## config.mk

```make
export PLATFORM = sky130hd
export DESIGN_NAME = hilo_muldiv_flat
export DESIGN_NICKNAME = d
export VERILOG_FILES = /design/src/rtl/hilo_muldiv_if.sv /design/src/rtl/hilo_muldiv.sv /design/src/flat_wrapper.sv
export SDC_FILE = /design/constraint.sdc
export NUM_CORES = 1
export LEC_CHECK = 0
export CORE_MARGIN = 2
export CORE_UTILIZATION = 40
export CTS_CLUSTER_DIAMETER = 60
export DETAILED_ROUTE_END_ITERATION = 16
export PLACE_DENSITY = 0.67
export SLEW_MARGIN = 40
export SYNTH_ARGS = -nofsm -noshare
export SYNTH_HDL_FRONTEND = slang
export SYNTH_SLANG_ARGS = --single-unit
export TNS_END_PERCENT = 100
```

## constraint.sdc

```tcl
create_clock -name clk -period 7.7 [get_ports clk]
set_clock_uncertainty 0.15 [all_clocks]
set_input_delay 1.925 -clock clk [delete_from_list [all_inputs] [get_ports clk]]
set_output_delay 1.925 -clock clk [all_outputs]
set_load 0.02 [all_outputs]
```

## src/rtl/hilo_muldiv_if.sv

```systemverilog
// Request/response bundle between the EX stage and the HI/LO multiply/divide unit.
// The pipeline side uses the master modport; the unit itself uses the slave modport.
interface hilo_muldiv_if;
    logic        start_i;
    logic        op_i;
    logic        signed_i;
    logic [31:0] a_i;
    logic [31:0] b_i;
    logic        cancel_i;
    logic        busy_o;
    logic        done_o;
    logic        hi_we;
    logic        lo_we;
    logic [31:0] hi_o;
    logic [31:0] lo_o;

    modport master (
        output start_i, op_i, signed_i, a_i, b_i, cancel_i,
        input  busy_o, done_o, hi_we, lo_we, hi_o, lo_o
    );

    modport slave (
        input  start_i, op_i, signed_i, a_i, b_i, cancel_i,
        output busy_o, done_o, hi_we, lo_we, hi_o, lo_o
    );
endinterface

```

## src/rtl/hilo_muldiv.sv

```systemverilog
// hilo_muldiv: iterative 32-bit multiply (shift-add) / divide (restoring) unit that
// produces one write to the HI/LO register pair per accepted operation.
// Optional feature macro: MULDIV_SIGNED_EN -- when defined, signed_i selects signed
// operation (magnitudes taken on entry, signs restored on the way into DONE); when
// undefined every operation is unsigned and signed_i is ignored.
module hilo_muldiv #(
    parameter int ITER = 32
) (
    input  logic         clk,
    input  logic         rst,
    hilo_muldiv_if.slave bus
);

    typedef enum logic [1:0] {S_IDLE, S_MUL, S_DIV, S_DONE} state_t;

    state_t      state_q;
    logic [5:0]  cnt_q;
    // MUL: {partial product, remaining multiplier}; DIV: {remainder, dividend/quotient}
    logic [63:0] acc_q;
    // MUL: multiplicand; DIV: divisor
    logic [31:0] opb_q;
    // Result staged during DONE; committed to hi_q/lo_q only if DONE is not cancelled
    logic [31:0] res_hi_q;
    logic [31:0] res_lo_q;
    logic [31:0] hi_q;
    logic [31:0] lo_q;

    logic [31:0] a_mag;
    logic [31:0] b_mag;
    logic        last_step;
    logic [5:0]  cnt_d;

    logic [32:0] mul_sum;
    logic [63:0] mul_next;
    logic [32:0] div_sh;
    logic        div_ge;
    logic [63:0] div_next;

    logic [63:0] mul_res;
    logic [31:0] div_quo;
    logic [31:0] div_rem;
    logic        show_res;

`ifdef MULDIV_SIGNED_EN
    logic a_neg;
    logic b_neg;
    // Sign of the product/quotient and sign of the remainder, captured at start
    logic res_neg_q;
    logic rem_neg_q;

    function automatic logic [31:0] neg32(input logic [31:0] x);
        return ~x + 32'd1;
    endfunction

    function automatic logic [63:0] neg64(input logic [63:0] x);
        return ~x + 64'd1;
    endfunction

    assign a_neg = bus.signed_i & bus.a_i[31];
    assign b_neg = bus.signed_i & bus.b_i[31];
    assign a_mag = a_neg ? neg32(bus.a_i) : bus.a_i;
    assign b_mag = b_neg ? neg32(bus.b_i) : bus.b_i;

    assign mul_res = res_neg_q ? neg64(mul_next) : mul_next;
    assign div_quo = res_neg_q ? neg32(div_next[31:0]) : div_next[31:0];
    assign div_rem = rem_neg_q ? neg32(div_next[63:32]) : div_next[63:32];
`else
    logic unused_signed;

    assign unused_signed = bus.signed_i;
    assign a_mag   = bus.a_i;
    assign b_mag   = bus.b_i;
    assign mul_res = mul_next;
    assign div_quo = div_next[31:0];
    assign div_rem = div_next[63:32];
`endif

    assign cnt_d     = cnt_q + 6'd1;
    assign last_step = (cnt_d == 6'(ITER));

    // One shift-add step: add multiplicand on multiplier bit0, then shift right with carry
    assign mul_sum  = {1'b0, acc_q[63:32]} + (acc_q[0] ? {1'b0, opb_q} : 33'd0);
    assign mul_next = {mul_sum, acc_q[31:1]};

    // One restoring step: shift {rem,quot} left, keep the trial difference if it fits
    assign div_sh   = {acc_q[63:32], acc_q[31]};
    assign div_ge   = (div_sh >= {1'b0, opb_q});
    assign div_next = div_ge ? {div_sh[31:0] - opb_q, acc_q[30:0], 1'b1}
                             : {div_sh[31:0],         acc_q[30:0], 1'b0};

    // Write strobes and write data are suppressed the moment a flush hits DONE
    assign show_res    = (state_q == S_DONE) && !bus.cancel_i;
    assign bus.busy_o  = (state_q != S_IDLE);
    assign bus.done_o  = show_res;
    assign bus.hi_we   = show_res;
    assign bus.lo_we   = show_res;
    assign bus.hi_o    = show_res ? res_hi_q : hi_q;
    assign bus.lo_o    = show_res ? res_lo_q : lo_q;

    // Control FSM plus iteration datapath; reset clears every register
    always_ff @(posedge clk) begin
        if (rst) begin
            state_q  <= S_IDLE;
            cnt_q    <= '0;
            acc_q    <= '0;
            opb_q    <= '0;
            res_hi_q <= '0;
            res_lo_q <= '0;
            hi_q     <= '0;
            lo_q     <= '0;
`ifdef MULDIV_SIGNED_EN
            res_neg_q <= 1'b0;
            rem_neg_q <= 1'b0;
`endif
        end else begin
            case (state_q)
                S_IDLE: begin
                    if (bus.start_i && !bus.cancel_i) begin
                        cnt_q <= '0;
`ifdef MULDIV_SIGNED_EN
                        res_neg_q <= a_neg ^ b_neg;
                        rem_neg_q <= a_neg;
`endif
                        if (bus.op_i && (bus.b_i == 32'd0)) begin
                            // Divide-by-zero skips the loop and reports the raw dividend
                            res_hi_q <= bus.a_i;
                            res_lo_q <= 32'hFFFF_FFFF;
                            state_q  <= S_DONE;
                        end else if (bus.op_i) begin
                            acc_q   <= {32'd0, a_mag};
                            opb_q   <= b_mag;
                            state_q <= S_DIV;
                        end else begin
                            acc_q   <= {32'd0, b_mag};
                            opb_q   <= a_mag;
                            state_q <= S_MUL;
                        end
                    end
                end
                S_MUL: begin
                    if (bus.cancel_i) begin
                        state_q <= S_IDLE;
                    end else begin
                        acc_q <= mul_next;
                        cnt_q <= cnt_d;
                        if (last_step) begin
                            res_hi_q <= mul_res[63:32];
                            res_lo_q <= mul_res[31:0];
                            state_q  <= S_DONE;
                        end
                    end
                end
                S_DIV: begin
                    if (bus.cancel_i) begin
                        state_q <= S_IDLE;
                    end else begin
                        acc_q <= div_next;
                        cnt_q <= cnt_d;
                        if (last_step) begin
                            res_hi_q <= div_rem;
                            res_lo_q <= div_quo;
                            state_q  <= S_DONE;
                        end
                    end
                end
                S_DONE: begin
                    state_q <= S_IDLE;
                    if (!bus.cancel_i) begin
                        hi_q <= res_hi_q;
                        lo_q <= res_lo_q;
                    end
                end
                default: state_q <= S_IDLE;
            endcase
        end
    end

endmodule

```

## src/flat_wrapper.sv

```systemverilog
// flat-port wrapper written by rule: the top's interface ports become plain ports
module hilo_muldiv_flat 
#(
    parameter int ITER = 32
)
  (clk, rst, bus_start_i, bus_op_i, bus_signed_i, bus_a_i, bus_b_i, bus_cancel_i, bus_busy_o, bus_done_o, bus_hi_we, bus_lo_we, bus_hi_o, bus_lo_o);
  hilo_muldiv_if bus_i ();
  input  logic clk;
  input  logic rst;
  input wire logic [$bits(bus_i.start_i)-1:0] bus_start_i;
  input wire logic [$bits(bus_i.op_i)-1:0] bus_op_i;
  input wire logic [$bits(bus_i.signed_i)-1:0] bus_signed_i;
  input wire logic [$bits(bus_i.a_i)-1:0] bus_a_i;
  input wire logic [$bits(bus_i.b_i)-1:0] bus_b_i;
  input wire logic [$bits(bus_i.cancel_i)-1:0] bus_cancel_i;
  output wire logic [$bits(bus_i.busy_o)-1:0] bus_busy_o;
  output wire logic [$bits(bus_i.done_o)-1:0] bus_done_o;
  output wire logic [$bits(bus_i.hi_we)-1:0] bus_hi_we;
  output wire logic [$bits(bus_i.lo_we)-1:0] bus_lo_we;
  output wire logic [$bits(bus_i.hi_o)-1:0] bus_hi_o;
  output wire logic [$bits(bus_i.lo_o)-1:0] bus_lo_o;
  assign bus_i.start_i = bus_start_i;
  assign bus_i.op_i = bus_op_i;
  assign bus_i.signed_i = bus_signed_i;
  assign bus_i.a_i = bus_a_i;
  assign bus_i.b_i = bus_b_i;
  assign bus_i.cancel_i = bus_cancel_i;
  assign bus_busy_o = bus_i.busy_o;
  assign bus_done_o = bus_i.done_o;
  assign bus_hi_we = bus_i.hi_we;
  assign bus_lo_we = bus_i.lo_we;
  assign bus_hi_o = bus_i.hi_o;
  assign bus_lo_o = bus_i.lo_o;
  hilo_muldiv #(.ITER(ITER)) u_core (.clk(clk), .rst(rst), .bus(bus_i));
endmodule
```

# Word level (Yosys, flattened, before mapping)
# Cells that the tools add are included.
# op_classes
addsub	3
multipliers	0
n_div	0
n_lt_le_gt_ge	1
n_eq_ne	13
shifts	0
n_mux	34
n_bitwise	2
reduce_logical	16
# ops
op	count
$mux W32	17
$mux W64	5
$pmux W32 S3	2
$pmux W64 S3	1
$add A32 B33 Y33	1
$ge A33 B32 Y1	1
$logic_not A32 Y1	1
$sub A32 B32 Y32	1
$mux W6	2
$pmux W6 S2	1
$mux W2	5
$ne A2 B1 Y1 const B	4
$ne A2 B2 Y1 const B	4
$reduce_and A7 Y1	1
$add A6 B1 Y6 const B	1
$eq A6 B6 Y1 const B	1
$pmux W2 S3	1
$reduce_and A3 Y1	2
$reduce_and A5 Y1	1
$eq A2 B2 Y1 const B	2
$reduce_and A2 Y1	2
$reduce_bool A2 Y1	2
$logic_and A1 B1 Y1	3
$ne A3 B1 Y1 const B	1
other kinds (6)	7
# totals
register_bits	232
latchBits	0
mem_bits_rw	0
rom_bits	0
input_bits	70
output_inout_bits	68
word_cells	77
n_memories	0

# Longest topological paths before layout
# logic_depth
depth_word	5
ltp_mapped	15
depth_no_buf	14

# Least setup slack after synthesis
# No wires, ideal clock.
# synth_timing
path_kind	input port to output port
from	in bus_cancel_i
to	out bus_hi_o[0]
t_arrival_ns	2.909
required_time_ns	5.625
path_slack_ns	2.716
path_stages	6
path_buffers	2
path_cell_list	nand2b_1 -> inv_1 -> clkbuf_1 -> buf_1 -> nand2_1 -> nand2_1
# synth_via
elab_chain_cells	3
# synth_lines
item	line	rtl
start: declaration	flat_wrapper.sv:15	input wire logic [$bits(bus_i.cancel_i)-1:0] bus_cancel_i;
$logic_not A1 Y1	hilo_muldiv.sv:92	assign show_res = (state_q == S_DONE) && !bus.cancel_i;
$logic_and A1 B1 Y1	hilo_muldiv.sv:92	
$mux W32	hilo_muldiv.sv:97	assign bus.hi_o = show_res ? res_hi_q : hi_q;
end: declaration	flat_wrapper.sv:20	output wire logic [$bits(bus_i.hi_o)-1:0] bus_hi_o;
# Every way passes these cells.

# Worst setup path after layout
# layout_timing
from	in bus_cancel_i
to	out bus_lo_o[28]
# layout_via
elab_chain_cells	3
# layout_lines
item	line	rtl
$logic_not A1 Y1	hilo_muldiv.sv:92	
$logic_and A1 B1 Y1	hilo_muldiv.sv:92	
$mux W32	hilo_muldiv.sv:98	assign bus.lo_o = show_res ? res_lo_q : lo_q;
end: declaration	flat_wrapper.sv:21	output wire logic [$bits(bus_i.lo_o)-1:0] bus_lo_o;
# Every way passes these cells.

==> reports/qor.yml <==
status:
  status: "finished, final reports clean"
clocking:
  cts-resized-gates: 0
  cts_made_buffers: 27
  cts_root_buffer: "clkbuf_16"
  clockBufferDepth: 3
  clk_pin_slew_ps: 60
  cts_tree: "built"
  hold_buffers: 0
  post_cts_buffers: 0
  cts.sinks: 232
  clock_latency_ps: 570
  htreeDepth: 1
route:
  num_vias: 13862
  via_per_inst: 5.73
  drt_pass1_iterations: 5
  ant_nets: 0
  drt_iter0_drc: 1047
  wl_mm: 45.4
  drcViolationCount: 0
  wl_per_cell_microns: 18.8
timing:
  final-max-slew-violation-count: 0
  fmax_ghz: 0.152
  finalHoldViolCount: 0
  setup_viol: 0
  period_needed_ps: 6570
  max_slew_margin: 0.443
  worst_pin_slew_ps: 835
  period_share: 0.853
  fin_setup_tns_ps: 0
  rsz0062_at_grt: "no"
die:
  die_h_microns: 193
  core_sq_um: 35500
  die_x_microns: 193
  io_pins: 138
  dieArea_sq_um: 37400
  start_util: 0.404
  rows: 69
synth:
  synth_flop_cell: "dfxtp_1"
  synth_warnings: 0
  yosys_register_bits: 232
  synthDominantCellAreaShare: 0.324
  synth_edf_count: 0
  async_reset_ff_frac: 0
  yosys.cell_count.top_type: "nand2_1"
  synthDistinctLibCells: 72
  yosys.area.top_type: "dfxtp_1"
  yosys-top-cells-area: "dfxtp_1 (32%), nand2_1 (7.8%), ha_1 (6.2%)"
  ys_seq_area_frac: 0.324
  avgSynthCellArea_sq_um: 7.59
  syn_area_sq_um: 14300
  ys_top_cells_by_count: "nand2_1 (299), dfxtp_1 (232), nor2_1 (197)"
  synth_fp_nets: 2034
  syn-instance-count: 1891
worst_hold_path:
  hold_path_class: "reg -> reg"
  hold_path.startpoint: "u_core.res_hi_q[23]"
pwr:
  power.density_nw_per_um2: 387
  p_leak_nw: 6.73
  vdd_drop_max_uv: 204
setup_path:
  arrival_ps: 4490
  required_ps: 5620
  r2r_start: "u_core.opb_q[24]"
  crit_chain: "clkdlybuf4s50_1, nand2b_2, inv_2, buf_4, nand2_1, nand2_1, clkdlybuf4s50_1"
  cp-start-kind: "input pin"
  crit_buf_inv: 4
  critPathCaptureType: "output port"
  worstSetupStartpoint: "bus_cancel_i"
  cpLargestDelayFamily: "buffers and inverters"
  path_max_fanout: 41
  critical_path.max_stage_delay_ps: 650
  cp_slowest_cell: "clkdlybuf4s50_1"
  critical_path_class: "in -> out"
global_routing:
  grt_max_degree: 91
  antenna_found_initial: 2
  track_usage: 0.235
  grt_pass1_vias: 13136
  grt-ovfl-total: 0
  grt_pass1_wl_mm: 71.8
place:
  port_buffers: 136
  dp_hpwl_mm: 33.0
  place_congestion: 0.991
  place_area_sq_um: 15900
cells_and_area:
  layout.nets: 2085
  area_delta_synth_final_pct: 17.2
  fin_area_sq_um: 16800
  drive_above_1_share: 0.0577
  diodes: 0
  num-fill-cells: 3510
job:
  max_cap_viol_count: 0
[flip-flops by register name (all words and copies together), names as in the netlist]
register and flops:
u_core.hi_q 32, u_core.cnt_q 6, u_core.res_hi_q 32, u_core.lo_q 32
u_core.res_lo_q 32, u_core.acc_q 64, u_core.state_q 2, u_core.opb_q 32
[worst register-to-register path, cell delays in order, from the launching register on]
cell and delay, ps:
dfxtp_1 420, inv_1 70, ha_1 470, nand2_1 220, nor3_1 360, nand2_1 170
nor3b_1 350, nor3_2 170, nor2_2 630, buf_4 340, mux2_2 350, a32oi_1 440
a211o_1 200, a21oi_1 60
[worst paths after layout]
path	endpoint	slack [ps]	depth (start not counted)
setup / recovery	bus_lo_o[28]	1130	7
hold / removal	u_core.res_hi_q[23]	310	2
setup reg to reg	u_core.res_hi_q[22]	3150	13
hold reg to reg	u_core.res_hi_q[23]	310	2
[routing by layer]
| layer | GRT usage | part of all wire | vias to the layer above |
|---|---|---|---|
| met5 | 0 | 0.00029 | - |
| met4 | 0.103 | 0.047 | 2 |
| met3 | 0.0324 | 0.053 | 110 |
| met2 | 0.378 | 0.45 | 439 |
| met1 | 0.313 | 0.45 | 6538 |
| li1 | - | - | 6773 |
[cell type report]
class,instances,area (sq um),share of cell area
multi-input combinational,1460,8970,0.534
sequential,232,4640,0.276
timing repair buffer,155,1520,0.0903
clock buffer,38,747,0.0444
tap,461,577,0.0343
inverter,66,248,0.0147
clock inverter,9,101,0.00603
[through the flow]
| stage | util | power, W | cells | setup slack [ps] | hold WS [ps] |
|---|---|---|---|---|---|
| finish | 0.474 | 0.00651 | 2421 | 1130 | 307 |
| CTS | 0.473 | 0.00647 | 2421 | 1100 | 310 |
| global placement | 0.449 | 0.00514 | 2373 | 1130 | 300 |
| detailed placement | 0.449 | 0.00521 | 2374 | 1110 | 301 |
| floorplan | - | 0.00434 | 1891 | 2720 | 282 |
| global route | 0.474 | 0.00696 | 2421 | 924 | 328 |
[report_power, final]
part	total (W)	leakage, nW	internal [W]	switching, W
sequential	0.00174	1.89	0.00150	0.000242
clock	0.00125	0.420	0.000715	0.000533
combinational	0.00352	4.42	0.00133	0.00219
[cells in the final DEF (no fill, tap or decap), types with 57 or more instances in the layout]
master and n:
a211oi_1 57, a21oi_1 133, and2_1 101, clkdlybuf4s50_1 134, dfxtp_1 232, ha_1 70, inv_1 63, nand2_1 298
nor2_1 196, o21ai_0 80
[logic make-up after synthesis]
logic type	share of synthesized area
DFF	0.324
adders and majority gates	0.0647
buffers and inverters	0.0541
muxes	0.0489
and+or+nand+nor	0.246
xor gates and xnor gates	0.0317
AOI/OAI and AO/OA	0.231
No activity file was read; power rests on OpenSTA's default activity.
